$ cat src/rtl/mem_access_unit.sv
// Memory access stage: owns MAR/MDR/IR and sequences fixed-latency word/byte
// accesses to a synchronous memory, returning a one-cycle ready pulse.
//
// state    | meaning
// ---------+----------------------------------------------------------
// S_IDLE   | registers loadable, waiting for a read or write request
// S_ACCESS | memory access in flight, counting down the wait cycles
module mem_access_unit #(
  parameter int          WAIT_CYCLES = 3,
  parameter logic [15:0] IR_RESET    = 16'h0000
) (
  input  logic        clk,
  input  logic        reset,
  input  logic        marE,
  input  logic [15:0] addr_in,
  input  logic        mdrE,
  input  logic [15:0] mdr_in,
  input  logic        irE,
  input  logic        mem_rd_req,
  input  logic        memWriteE,
  input  logic        byte_acc,
  input  logic [15:0] mem_rdata,
  output logic [15:0] mar_out,
  output logic [15:0] mdr_out,
  output logic [15:0] IR,
  output logic [15:0] mem_addr,
  output logic        mem_en,
  output logic        mem_we,
  output logic [1:0]  mem_be,
  output logic [15:0] mem_wdata,
  output logic        mem_ready,
  output logic        unaligned
);

  typedef enum logic {S_IDLE, S_ACCESS} state_t;

  localparam logic [3:0] CNT_INIT = 4'(WAIT_CYCLES - 1);

  state_t      r_state, w_state_nxt;
  logic [3:0]  r_cnt, w_cnt_nxt;
  logic [15:0] r_mar, r_mdr, r_ir;
  logic        r_is_wr, r_is_byte, r_unal;
  logic        w_idle, w_start, w_done;
  logic [15:0] w_mar_nxt;

  assign w_idle    = (r_state == S_IDLE);
  assign w_mar_nxt = (w_idle && marE) ? addr_in : r_mar;

  always_ff @(posedge clk or posedge reset) begin
    if (reset) begin
      r_state <= S_IDLE;
      r_cnt   <= 4'd0;
    end else begin
      r_state <= w_state_nxt;
      r_cnt   <= w_cnt_nxt;
    end
  end

  always_comb begin
    w_state_nxt = r_state;
    w_cnt_nxt   = r_cnt;
    w_start     = 1'b0;
    w_done      = 1'b0;
    case (r_state)
      S_IDLE: begin
        if (mem_rd_req || memWriteE) begin
          w_start     = 1'b1;
          w_state_nxt = S_ACCESS;
          w_cnt_nxt   = CNT_INIT;
        end
      end
      S_ACCESS: begin
        if (r_cnt == 4'd0) begin
          w_done      = 1'b1;
          w_state_nxt = S_IDLE;
        end else begin
          w_cnt_nxt = r_cnt - 4'd1;
        end
      end
      default: w_state_nxt = S_IDLE;
    endcase
  end

  always_ff @(posedge clk or posedge reset) begin
    if (reset) begin
      r_mar     <= 16'h0000;
      r_mdr     <= 16'h0000;
      r_ir      <= IR_RESET;
      r_is_wr   <= 1'b0;
      r_is_byte <= 1'b0;
      r_unal    <= 1'b0;
    end else begin
      r_mar <= w_mar_nxt;
      if (w_idle && mdrE)
        r_mdr <= mdr_in;
      else if (w_done && !r_is_wr)
        r_mdr <= mem_rdata;
      // IR takes the MDR value from before this edge
      if (w_idle && irE)
        r_ir <= r_mdr;
      if (w_start) begin
        r_is_wr   <= memWriteE;
        r_is_byte <= byte_acc;
      end
      r_unal <= w_start && !byte_acc && w_mar_nxt[0];
    end
  end

  assign mar_out   = r_mar;
  assign mdr_out   = r_mdr;
  assign IR        = r_ir;
  assign mem_addr  = {r_mar[15:1], 1'b0};
  assign mem_en    = (r_state == S_ACCESS);
  assign mem_we    = mem_en && r_is_wr;
  assign mem_ready = mem_en && (r_cnt == 4'd0);
  assign unaligned = r_unal;
  assign mem_wdata = r_is_byte ? {r_mdr[7:0], r_mdr[7:0]} : r_mdr;

  always_comb begin
    mem_be = 2'b00;
    if (mem_en)
      mem_be = !r_is_byte ? 2'b11 : (r_mar[0] ? 2'b10 : 2'b01);
  end

endmodule

$ cat config.mk
export PLATFORM = sky130hd
export DESIGN_NAME = mem_access_unit
export DESIGN_NICKNAME = d
export VERILOG_FILES = /design/src/rtl/mem_access_unit.sv
export SDC_FILE = /design/constraint.sdc
export NUM_CORES = 1
export LEC_CHECK = 0
export CORE_ASPECT_RATIO = 0.5
export CORE_MARGIN = 4
export CORE_UTILIZATION = 39
export DETAILED_ROUTE_END_ITERATION = 16
export GPL_ROUTABILITY_DRIVEN = 0
export PLACE_DENSITY = 0.8
export RECOVER_POWER = 50
export SYNTH_ARGS = -nofsm -noshare
export SYNTH_HDL_FRONTEND = slang
export SYNTH_SLANG_ARGS = --single-unit
$ cat constraint.sdc
create_clock -name clk -period 2.2 [get_ports clk]
set_input_delay 0.55 -clock clk [delete_from_list [all_inputs] [get_ports clk]]
set_output_delay 0.55 -clock clk [all_outputs]
set_load 0.01 [all_outputs]
==> metrics.md <==
| Metric | Value |
|---|---|
| Outcome | `finished clean` |
| Core area | `roughly 6300 um^2` |
| I/O pin cnt | `~140` |
| Synth cell types | `28` |
| Vias | `1969` |
| RSZ-0062 raised after global routing | `false` |
| Die Width | `~120 um` |
| Initial DRC Count | `86` |
| CP Data Arrival Time | `about 1600 ps` |
| # DRC | `0` |
| # diodes | `0` |
| Final Critical Period | `around 2100 ps` |
| Setup CP Type | `reg -> out` |
| Crit path max fanout | `3` |
| Post-layout util | `about two thirds` |
| Total track usage | `about 17%` |
| Clock buffer depth | `2` |
| Worst vdd ir | `about 0.64 mV` |
| Post-synth EDFFs | `0` |
| Final hold viol count | `0` |
| Ys flop type | `dfrtp_1` |
| Final hold slack | `~510 ps` |
| Number of H-tree levels | `2` |
| Die Area | `8250 um^2` |
| Global route total overflow | `0` |
| Routed WL per cell | `between 15 and 20 um` |
| Layout Skew | `around 5.0 ps` |
| Total CTS buffers | `5` |
| Port buffer count | `140` |
| Crit path required time | `between 1500 and 2000 ps` |
| Crit end category | `primary output` |
| Clk Latency, worst-skew pair | `around 300 ps` |
| Router iterations before antenna repair | `4` |
| First-pass GRT wire length | `11200 um` |
| Synthesized Nets | `257` |
| Worst reg2reg startpoint | `r_cnt[0]` |
| Mapped Cells | `200` |
| HPWL after detailed placement | `roughly 5600 um` |
| CP Launch Type | `register` |
| Synth Area per Inst | `~13 um^2` |
| Total clock sinks | `between 50 and 60` |
| Vias in the first global route | `about 2100` |
| Synth top area share | `between 50% and 60%` |
| HP Start | `IR[8]` |
| Std cell rows | `20` |
| Period utilization | `between 90% and 100%` |
| Largest net degree at the start of global routing | `40` |
| Final WL | `about 7300 um` |
| Pwr per Cell Area | `approximately 1500 nW/um^2` |
| Post-synth top cells | `dfrtp_1 (56), mux2_2 (41), buf_4 (25), or2_2 (16), o221a_1 (10)` |
| CTS tree | `built` |
| Synth-to-layout area growth | `57.4%` |
| Final #Nets | `about 380` |
| Synth async-reset ratio | `100%` |
| Cell with the most instances after synthesis | `dfrtp_1` |
| Yosys synthesis warning count | `0` |
| CTS root buffer | `clkbuf_16` |
| Starting Density | `a little over two fifths` |
| Die Span Y | `around 66 um` |
| Finish-stage setup viols | `0` |
| Post-synth top area cell | `dfrtp_1` |
| FF+latch count, synth | `56` |
| Sequential fraction of the synthesis area | `about 53%` |
| Post-CTS Hold Buffers | `0` |
| Pins Over Slew Limit | `0` |
| Clock Pin Slew Worst Setup and Hold Paths | `about 70 ps` |
| Via density | `roughly 4.8` |
| Worst-margin pin slew | `roughly 940 ps` |
| Fmax | `466 MHz` |
| Detail Route Antenna Nets | `0` |
| Slew HR | `37.3%` |
| Area contributors post-synth | `dfrtp_1 (53%), mux2_2 (17%), buf_4 (7.1%), o221a_1 (4.3%), or2_2 (3.8%)` |
| Layout cells sized above 1 | `about 25%` |
| TNS Setup | `0 ps` |
| CP startpoint | `r_is_byte` |
| Final setup margin | `roughly 52 ps` |
| Synth Cell Area | `between 2000 and 3000 um^2` |
| Worst hold path type | `reg -> reg` |
| Number of antenna violations at the first check in global routing | `0` |
| Leakage | `1.73 nW` |
| Max-cap violations | `0` |
| Setup WS pre-CTS | `150 ps` |
## placed cells by master, fill, tap and decap left out, types with 2 or more instances in the layout
cell type          n
dlygate4sd3_1      6
and2_1             2
dlymetal6s2s_1     8
buf_4              4
clkdlybuf4s50_1  125
mux2i_1            4
nand2_1            4
dfrtp_2            2
nand3_1            2
inv_1              7
dfrtp_1           54
o221a_2            6
o221a_1           10
mux2_2            41
a21boi_0           2
or2_2             16
bufinv_16          2
nor2b_1            2
clkbuf_16          5
o21ai_0            3
clkbuf_2           2
## report_power, final
part	internal, W	switching (W)	total, W
sequential	0.00155	0.000486	0.00204
clock	0.000646	0.000360	0.00101
combinational	0.00213	0.00127	0.00340
## registers in the layout, summed over array words and instances (netlist names)
signal     cells
IR            16
mar_out       16
mdr_out       16
mem_en         1
r_cnt          4
r_is_byte      1
r_is_wr        1
unaligned      1
## per-layer routing
layer | vias to the layer above | GRT usage, % | wire length, um
met5 | - | 0 | 0
met2 | 36 | 34.2 | 4190
li1 | 923 | - | -
met4 | 0 | 4.51 | 48
met1 | 1003 | 19.3 | 2860
met3 | 7 | 3.79 | 225
## final timing paths
check | cells past startpoint | to | slack [ps]
max in group asynchronous | 3 | mem_en | 290
setup / recovery | 3 | mem_wdata[13] | 50
setup reg to reg | 5 | mdr_out[10] | 180
hold reg to reg | 1 | IR[8] | 510
hold / removal | 1 | IR[8] | 510
min in group asynchronous | 2 | mar_out[2] | 810
## area by class of cell
cell class	count	area (um^2)
fillers	476	2140
repair buffers	148	1470
flip-flops and latches	56	1400
multi-input cells	103	970
clock buffers	5	125
well taps	88	110
clock inverters	2	60.1
inverters	7	26.3
## repair_timing
action                                  CTS  global route
endpoints found under the setup margin   11             8
buffers inserted                          3             0
resized for setup                         5             8
gates cloned                              0             0
## cells by family (layout without fill, tap and decap cells)
family,after synthesis,after routing,share of synthesized area (%)
buffers and inverters,41,162,10.4
flip-flops,56,56,53.0
AND/OR/NAND/NOR,32,32,7.52
multiplexers,45,45,19.0
adder cells (fa/ha/maj),1,1,0.473
other,1,1,0.142
AO/OA/AOI/OAI,24,24,9.55
## through the flow
stage          instance area [um^2]  std cells  total power, W
3_5_place_dp                   3970        399         0.00550
5_1_grt                        4170        409         0.00678
4_1_cts                        4180        409         0.00656
6_report                       4170        409         0.00644
3_3_place_gp                   3970        399         0.00538
2_1_floorplan                  2650        200         0.00374
## critical path, stage by stage (launching register included)
cell and delay, ps:
dfrtp_2 420, buf_4 150, mux2_2 210, clkdlybuf4s50_1 530
(Power assumes the default switching activity.)
